File: src/rtl/io_wb_master_if.sv
// io_wb_master_if -- bundle of the CPU-side request/response signals and the
// 8-bit Wishbone B4 pipelined bus used by io_wb_master.
//   CPU side : i_req, i_we, i_addr, i_wdata -> o_rdata, o_done, o_err, o_busy
//   Wishbone : o_wb_cyc, o_wb_stb, o_wb_we, o_wb_addr, o_wb_data (out)
//              i_wb_data, i_wb_ack, i_wb_stall (in)
// The master modport is the initiator's view; slave is the view of
// everything around it (sequencer plus I/O fabric).
interface io_wb_master_if #(
  parameter int ADDR_W = 8
);
  logic              i_req;
  logic              i_we;
  logic [ADDR_W-1:0] i_addr;
  logic [7:0]        i_wdata;
  logic [7:0]        o_rdata;
  logic              o_done;
  logic              o_err;
  logic              o_busy;
  logic              o_wb_cyc;
  logic              o_wb_stb;
  logic              o_wb_we;
  logic [ADDR_W-1:0] o_wb_addr;
  logic [7:0]        o_wb_data;
  logic [7:0]        i_wb_data;
  logic              i_wb_ack;
  logic              i_wb_stall;

  modport master (
    input  i_req, i_we, i_addr, i_wdata, i_wb_data, i_wb_ack, i_wb_stall,
    output o_rdata, o_done, o_err, o_busy,
    output o_wb_cyc, o_wb_stb, o_wb_we, o_wb_addr, o_wb_data
  );

  modport slave (
    output i_req, i_we, i_addr, i_wdata, i_wb_data, i_wb_ack, i_wb_stall,
    input  o_rdata, o_done, o_err, o_busy,
    input  o_wb_cyc, o_wb_stb, o_wb_we, o_wb_addr, o_wb_data
  );
endinterface

File: src/rtl/io_wb_master.sv
// io_wb_master -- single-transaction Wishbone B4 pipelined initiator.
// Converts one CPU I/O port access (IN/OUT) into one 8-bit Wishbone read or
// write, tolerating stall, zero-wait or delayed ack, and aborting with
// o_err=1 (read data 8'hFF, like an empty IMSAI port) when no ack arrives
// within TIMEOUT cycles of the strobe first rising.
// Ports:
//   i_clk   : system clock
//   i_reset : synchronous active-high reset
//   bus     : io_wb_master_if.master (CPU request/response + Wishbone)
// Every output is a register; the FSM is a state register plus a
// combinational next-state/next-output process.
module io_wb_master #(
  parameter int ADDR_W  = 8,
  parameter int TIMEOUT = 16
) (
  input  logic           i_clk,
  input  logic           i_reset,
  io_wb_master_if.master bus
);

  typedef enum logic [1:0] {IDLE, REQ, WAIT, DONE} state_t;

  // Last count value before abort: with the counter at 0 in the first REQ
  // cycle, DONE is entered exactly TIMEOUT cycles after stb rises.
  localparam logic [15:0] CNT_LAST = 16'(TIMEOUT - 1);

  state_t            state_reg, state_next;
  logic              cyc_reg, cyc_next;
  logic              stb_reg, stb_next;
  logic              we_reg, we_next;
  logic [ADDR_W-1:0] addr_reg, addr_next;
  logic [7:0]        wdata_reg, wdata_next;
  logic [7:0]        rdata_reg, rdata_next;
  logic              done_reg, done_next;
  logic              err_reg, err_next;
  logic              busy_reg, busy_next;
  logic [15:0]       cnt_reg, cnt_next;
  logic              timed_out;

  assign timed_out = (cnt_reg == CNT_LAST);

  always_ff @(posedge i_clk) begin
    if (i_reset) begin
      state_reg <= IDLE;
      cyc_reg   <= 1'b0;
      stb_reg   <= 1'b0;
      we_reg    <= 1'b0;
      addr_reg  <= '0;
      wdata_reg <= 8'h00;
      rdata_reg <= 8'h00;
      done_reg  <= 1'b0;
      err_reg   <= 1'b0;
      busy_reg  <= 1'b0;
      cnt_reg   <= 16'h0000;
    end else begin
      state_reg <= state_next;
      cyc_reg   <= cyc_next;
      stb_reg   <= stb_next;
      we_reg    <= we_next;
      addr_reg  <= addr_next;
      wdata_reg <= wdata_next;
      rdata_reg <= rdata_next;
      done_reg  <= done_next;
      err_reg   <= err_next;
      busy_reg  <= busy_next;
      cnt_reg   <= cnt_next;
    end
  end

  always_comb begin
    state_next = state_reg;
    cyc_next   = cyc_reg;
    stb_next   = stb_reg;
    we_next    = we_reg;
    addr_next  = addr_reg;
    wdata_next = wdata_reg;
    rdata_next = rdata_reg;
    done_next  = 1'b0;
    err_next   = err_reg;
    busy_next  = busy_reg;
    cnt_next   = cnt_reg;

    case (state_reg)
      IDLE: begin
        if (bus.i_req) begin
          we_next    = bus.i_we;
          addr_next  = bus.i_addr;
          wdata_next = bus.i_wdata;
          cyc_next   = 1'b1;
          stb_next   = 1'b1;
          busy_next  = 1'b1;
          cnt_next   = 16'h0000;
          state_next = REQ;
        end
      end

      REQ, WAIT: begin
        cnt_next = cnt_reg + 16'h0001;
        // An ack only counts for our request once it is no longer stalled;
        // a valid ack takes priority over a simultaneous timeout.
        if (bus.i_wb_ack && (state_reg == WAIT || !bus.i_wb_stall)) begin
          state_next = DONE;
          cyc_next   = 1'b0;
          stb_next   = 1'b0;
          done_next  = 1'b1;
          err_next   = 1'b0;
          if (!we_reg) rdata_next = bus.i_wb_data;
        end else if (timed_out) begin
          state_next = DONE;
          cyc_next   = 1'b0;
          stb_next   = 1'b0;
          done_next  = 1'b1;
          err_next   = 1'b1;
          if (!we_reg) rdata_next = 8'hFF;
        end else if (state_reg == REQ && !bus.i_wb_stall) begin
          // Request accepted without ack: release strobe, keep the cycle.
          stb_next   = 1'b0;
          state_next = WAIT;
        end
      end

      DONE: begin
        busy_next  = 1'b0;
        state_next = IDLE;
      end

      default: begin
        state_next = IDLE;
        cyc_next   = 1'b0;
        stb_next   = 1'b0;
        busy_next  = 1'b0;
      end
    endcase
  end

  assign bus.o_rdata   = rdata_reg;
  assign bus.o_done    = done_reg;
  assign bus.o_err     = err_reg;
  assign bus.o_busy    = busy_reg;
  assign bus.o_wb_cyc  = cyc_reg;
  assign bus.o_wb_stb  = stb_reg;
  assign bus.o_wb_we   = we_reg;
  assign bus.o_wb_addr = addr_reg;
  assign bus.o_wb_data = wdata_reg;

endmodule

File: src/flat_wrapper.sv
// flat-port wrapper written by rule: the top's interface ports become plain ports
module io_wb_master_flat 
#(
  parameter int ADDR_W  = 8,
  parameter int TIMEOUT = 16
)
  (i_clk, i_reset, bus_i_req, bus_i_we, bus_i_addr, bus_i_wdata, bus_i_wb_data, bus_i_wb_ack, bus_i_wb_stall, bus_o_rdata, bus_o_done, bus_o_err, bus_o_busy, bus_o_wb_cyc, bus_o_wb_stb, bus_o_wb_we, bus_o_wb_addr, bus_o_wb_data);
  io_wb_master_if #(.ADDR_W(ADDR_W)) bus_i ();
  input  logic i_clk;
  input  logic i_reset;
  input wire logic [$bits(bus_i.i_req)-1:0] bus_i_req;
  input wire logic [$bits(bus_i.i_we)-1:0] bus_i_we;
  input wire logic [$bits(bus_i.i_addr)-1:0] bus_i_addr;
  input wire logic [$bits(bus_i.i_wdata)-1:0] bus_i_wdata;
  input wire logic [$bits(bus_i.i_wb_data)-1:0] bus_i_wb_data;
  input wire logic [$bits(bus_i.i_wb_ack)-1:0] bus_i_wb_ack;
  input wire logic [$bits(bus_i.i_wb_stall)-1:0] bus_i_wb_stall;
  output wire logic [$bits(bus_i.o_rdata)-1:0] bus_o_rdata;
  output wire logic [$bits(bus_i.o_done)-1:0] bus_o_done;
  output wire logic [$bits(bus_i.o_err)-1:0] bus_o_err;
  output wire logic [$bits(bus_i.o_busy)-1:0] bus_o_busy;
  output wire logic [$bits(bus_i.o_wb_cyc)-1:0] bus_o_wb_cyc;
  output wire logic [$bits(bus_i.o_wb_stb)-1:0] bus_o_wb_stb;
  output wire logic [$bits(bus_i.o_wb_we)-1:0] bus_o_wb_we;
  output wire logic [$bits(bus_i.o_wb_addr)-1:0] bus_o_wb_addr;
  output wire logic [$bits(bus_i.o_wb_data)-1:0] bus_o_wb_data;
  assign bus_i.i_req = bus_i_req;
  assign bus_i.i_we = bus_i_we;
  assign bus_i.i_addr = bus_i_addr;
  assign bus_i.i_wdata = bus_i_wdata;
  assign bus_i.i_wb_data = bus_i_wb_data;
  assign bus_i.i_wb_ack = bus_i_wb_ack;
  assign bus_i.i_wb_stall = bus_i_wb_stall;
  assign bus_o_rdata = bus_i.o_rdata;
  assign bus_o_done = bus_i.o_done;
  assign bus_o_err = bus_i.o_err;
  assign bus_o_busy = bus_i.o_busy;
  assign bus_o_wb_cyc = bus_i.o_wb_cyc;
  assign bus_o_wb_stb = bus_i.o_wb_stb;
  assign bus_o_wb_we = bus_i.o_wb_we;
  assign bus_o_wb_addr = bus_i.o_wb_addr;
  assign bus_o_wb_data = bus_i.o_wb_data;
  io_wb_master #(.ADDR_W(ADDR_W), .TIMEOUT(TIMEOUT)) u_core (.i_clk(i_clk), .i_reset(i_reset), .bus(bus_i));
endmodule
File: config.mk
export PLATFORM = sky130hd
export DESIGN_NAME = io_wb_master_flat
export DESIGN_NICKNAME = d
export VERILOG_FILES = /design/src/rtl/io_wb_master_if.sv /design/src/rtl/io_wb_master.sv /design/src/flat_wrapper.sv
export SDC_FILE = /design/constraint.sdc
export NUM_CORES = 1
export LEC_CHECK = 0
export CAP_MARGIN = 15
export CORE_UTILIZATION = 45
export CTS_BUF_LIST = sky130_fd_sc_hd__clkbuf_4 sky130_fd_sc_hd__clkbuf_8
export DETAILED_ROUTE_END_ITERATION = 10
export PLACE_DENSITY = 0.76
export SYNTH_ARGS = -nofsm -noshare
export SYNTH_HDL_FRONTEND = slang
export SYNTH_SLANG_ARGS = --single-unit
File: constraint.sdc
create_clock -name i_clk -period 2.55 [get_ports i_clk]
set_clock_uncertainty 0.1 [all_clocks]
set_input_delay 0.3825 -clock i_clk [delete_from_list [all_inputs] [get_ports i_clk]]
set_output_delay 0.3825 -clock i_clk [all_outputs]
set_load 0.05 [all_outputs]
Word-level counts from Yosys, hierarchy flattened
Cells that the tools add are included.

storage, ports and cells
  flip-flop bits (word level) = 48
  output and inout port bits = 30

cells by class
  $add $sub $neg = 1
  eq/ne operators = 7
  mux-type cells = 24
  bitwise logic cells = 2
  reduce and logical (&&, ||, !) cells = 18

operator list
  operator               number
  $mux 8                 4
  $pmux 16 s2            1
  $add 16x1->16 const B  1
  $eq 16x4->1 const B    1
  $mux 16                1
  $mux 1                 10
  $reduce_and 2->1       5
  $reduce_and 3->1       3
  $mux 2                 4
  $pmux 1 s2             3
  $pmux 2 s3             1
  $reduce_bool 2->1      3
  $eq 2x2->1 const B     2
  $ne 4x1->1 const B     1
  $reduce_or 2->1        2
  $ne 3x1->1 const B     1
  $eq 2x1->1 const B     1
  $logic_and 1x1->1      2
  $logic_not 2->1        1
  $ne 2x2->1 const B     1
  $not 1->1              2
  $logic_not 1->1        1
  $logic_or 1x1->1       1

Logic depth before layout (Yosys ltp)
Gate-level depths: netlist (run 1).

  depth after elaboration = 6
  depth in mapped cells = 8
  mapped depth without buffers = 6

Worst setup path before layout (run 1)
OpenSTA, ideal clock, no wires.

  kind = reg2reg
  start = register u_core.state_reg[0]
  end = register u_core.cnt_reg[13]
  arrival = 1953 ps
  path slack = 426 ps
  stages on the path, launching flop included = 9
  path buffers = 2
  clock period less this slack = 2124 ps
  path through = dfxtp_1 > inv_1 > ha_1 > nor2b_1 > buf_6 > or3_1 > buf_2 > or4_1 > a21oi_1

on the way
  word-level cells in the longest chain between the ends = 4

RTL lines
  element                                          line                source
  start, declared                                  io_wb_master.sv:27  state_t state_reg, state_next;
  start signal, assigned                           io_wb_master.sv:56  state_reg <= state_next;
  $eq 2x1->1 / $eq 2x2->1 (equally long branches)  io_wb_master.sv:83  case (state_reg)
  $reduce_or 2->1                                  io_wb_master.sv:83
  $reduce_bool 2->1 (no line)                      n/a
  $reduce_and 2->1 (no line)                       n/a
  end signal, assigned                             io_wb_master.sv:66  cnt_reg <= cnt_next;
  end, declared                                    io_wb_master.sv:37  logic [15:0] cnt_reg, cnt_next;

Parallel ways exist; a longest one is shown, timed or not.
A chain may end at the register's enable or synchronous reset.

Worst setup path after layout (run 1)
Same ends and word-level chain as after synthesis.

==> results.cfg, run 1 <==
[run_status]
status = complete, no violations

[synthesis]
synth.distinct_cells = 36
netlist_area_sq_um = 2080
synth_warnings = 0
ys_seq_area_share_pct = 46.3
ys_top_cells_by_area = dfxtp_1, nand2_1, a21oi_1, inv_1, a221oi_1
yosysTopAreaCell = dfxtp_1
syn_nets = 282
yosysTopAreaCellShare_pct = 46.3
synth-seq-cells = 48
avgSynthCellArea_sq_um = 8.41
synth_cells = 247

[sta]
slew_headroom_pct = 42.8
fin_crit_sh_pct = 88.1
setup_viol = 0
grt_setup_unrepaired = false
hold_viol = 0
slew_violations = 0
fin_tns_setup_ns = 0
finalCriticalPeriod_ns = 2.25
fmax_mhz = 445
tightest_slew_ns = 0.851
holdWs_ns = 0.357

[clock_tree]
clk_pin_slew_ns = 0.09
clock_path_buffers = 2
cts_tree = done
clock_sinks = 48
htree_levels = 2
cts_root_buffer = clkbuf_8
hold_buffers = 0
cts_resized = 0
post_cts_buffers = 0
worstSkewPairLatency_ns = 0.30
cts-buffers-inserted = 5

[route]
ant_nets = 0
routed_via_density = 5.32
routed_wirelength_mm = 4.41
vias = 1895
drtPass1Iterations = 4
wl_met3_microns = 272
drt-met1-wl_mm = 1.97
topRoutingLayerUsed = met4
routedWlPerCell_microns = 12.4
drt-initial-drc-count = 116
drt_drc_violations_left = 0
route.met2.wl_mm = 2.08

[die]
die_h_microns = 69.9
io_pins = 60
core_area_sq_um = 4380
rows = 24
start_util_pct = 47.4
die-area_sq_um = 4890
dieWidth_microns = 69.9

[worst_setup_path]
timing.rr.end = u_core.cnt_reg[13]$_SDFFE_PP0P_
startpoint = u_core.state_reg[0]$_SDFFE_PP0P_
critPathArrivalTime_ns = 2.38
critPathLaunchType = flip-flop
critPathRequiredTime_ns = 2.68
r2r_setup_slack_ns = 0.30
r2r_cells = 6
worstSetupEndpointType = flip-flop
path_class = reg -> reg
r2r_start = u_core.state_reg[0]$_SDFFE_PP0P_
path_max_fanout = 10

[placement]
port_buffers = 59
hpwl_mm = 3.14
gp_congestion = 0.808

[hold_path]
min_from = u_core.bus.o_wb_addr[1]$_SDFFE_PP0P_
hold_class = reg -> reg
hold_depth = 2
whs_endpoint = u_core.bus.o_wb_addr[1]$_SDFFE_PP0P_

[global_route]
antenna_found_initial = 0
first_global_vias = 1760
grt_max_degree = 32
gr-total-overflow = 0
grt_pass1_wl_mm = 7.58
grt.total_usage_pct = 19.3

[pwr]
vdd_drop_max_mv = 0.528
p_leak_uw = 0.00102
p_per_area_nw_per_um2 = 995

[cells_and_area]
largest_reg_flops = 16
syn2layout_area_growth_pct = 37.3
layout_commonest_cell = clkdlybuf4s50_1
layout.nets = 338
drive_gt1_share_pct = 3.95
mostFrequentLayoutCells = clkdlybuf4s50_1, dfxtp_1, nand2_1, a21oi_1, inv_1
diodes = 0

[run]
max_cap_violations = 0
==> per-layer routing <==
| metal | vias up | GRT usage (%) |
|---|---|---|
| met2 | 49 | 31.6 |
| li1 | 964 | - |
| met4 | 0 | 8.67 |
| met3 | 9 | 5.92 |
| met5 | - | 0 |
| met1 | 873 | 23.2 |
==> worst max path at each step <==
stage / cells after the start / end
3_3_place_gp: 5 / u_core.cnt_reg[15]$_SDFFE_PP0P_
6_report: 6 / u_core.cnt_reg[13]$_SDFFE_PP0P_
3_5_place_dp: 5 / u_core.cnt_reg[13]$_SDFFE_PP0P_
5_1_grt: 6 / u_core.cnt_reg[15]$_SDFFE_PP0P_
4_1_cts: 6 / u_core.cnt_reg[13]$_SDFFE_PP0P_
2_1_floorplan: 8 / u_core.cnt_reg[13]$_SDFFE_PP0P_
==> Yosys cell counts <==
| cell | count |
|---|---|
| a211o_1 | 1 |
| a21boi_0 | 1 |
| a21oi_1 | 28 |
| a221oi_1 | 9 |
| a22oi_1 | 1 |
| a32o_1 | 1 |
| and2_1 | 1 |
| and3_1 | 1 |
| and4_1 | 2 |
| buf_1 | 2 |
| buf_2 | 2 |
| buf_6 | 1 |
| clkbuf_1 | 7 |
| dfxtp_1 | 48 |
| ha_1 | 5 |
| inv_1 | 25 |
| mux2_2 | 1 |
| mux2i_1 | 3 |
| nand2_1 | 44 |
| nand2b_1 | 1 |
| nand3_1 | 5 |
| nand4_1 | 3 |
| nor2_1 | 10 |
| nor2b_1 | 3 |
| nor3_1 | 3 |
| nor4_1 | 3 |
| nor4b_1 | 3 |
| nor4bb_1 | 1 |
| o21a_1 | 2 |
| o21ai_0 | 4 |
| o21ba_2 | 1 |
| o31ai_1 | 9 |
| or3_1 | 2 |
| or4_1 | 7 |
| xnor2_1 | 6 |
| xor2_1 | 1 |
==> logic make-up after synthesis <==
| logic type | synth area share (%) |
|---|---|
| AND/OR/NAND/NOR | 21.0 |
| AO/OA/AOI/OAI | 17.6 |
| flip-flops | 46.3 |
| buffers and inverters | 7.17 |
| XOR/XNOR | 2.95 |
| adder cells (fa/ha/maj) | 3.01 |
| multiplexers | 1.99 |
==> through the flow <==
step / total power (uW) / area (sq um) / cells / utilization (%) / worst slack, ns
after floorplan: 1770 / 2080 / 247 / - / 0.426
final: 2840 / 2850 / 356 / 65.0 / 0.303
after detailed placement: 2120 / 2690 / 348 / 61.4 / 0.174
after global placement: 2110 / 2690 / 348 / 61.4 / 0.224
after global routing: 2990 / 2850 / 356 / 65.0 / 0.141
after CTS: 2870 / 2850 / 356 / 65.0 / 0.279
==> worst max-delay path: stages (launching register included) <==
cell and delay [ns]:
dfxtp_1 0.38, inv_1 0.08, ha_1 0.23, nor2b_1 0.23, or3_1 0.51, or4_1 0.50, a21oi_1 0.15
==> layout make-up <==
type,instances,area [sq um]
sequential,48,961
inverter,25,93.8
tap,52,65.1
timing repair buffer,61,606
clock inverter,3,90.1
fill,376,1530
clock buffer,5,68.8
multi-input combinational,162,967
==> power breakdown <==
group / switching, uW / total [uW] / internal, uW
Sequential: 74.3 / 952 / 877
Clock: 256 / 746 / 490
Combinational: 737 / 1140 / 404
Power figures use the tool's default switching activity.
==> inputs of run 2 (changes only) <==
--- a/config.mk
+++ b/config.mk
@@ -9,6 +9,7 @@
 export CORE_UTILIZATION = 45
 export CTS_BUF_LIST = sky130_fd_sc_hd__clkbuf_4 sky130_fd_sc_hd__clkbuf_8
 export DETAILED_ROUTE_END_ITERATION = 10
+export GPL_ROUTABILITY_DRIVEN = 0
 export PLACE_DENSITY = 0.76
 export SYNTH_ARGS = -nofsm -noshare
 export SYNTH_HDL_FRONTEND = slang
==> results of run 2 <==
Same layout as run 1: the final DEF is identical, and so are final timing and power.
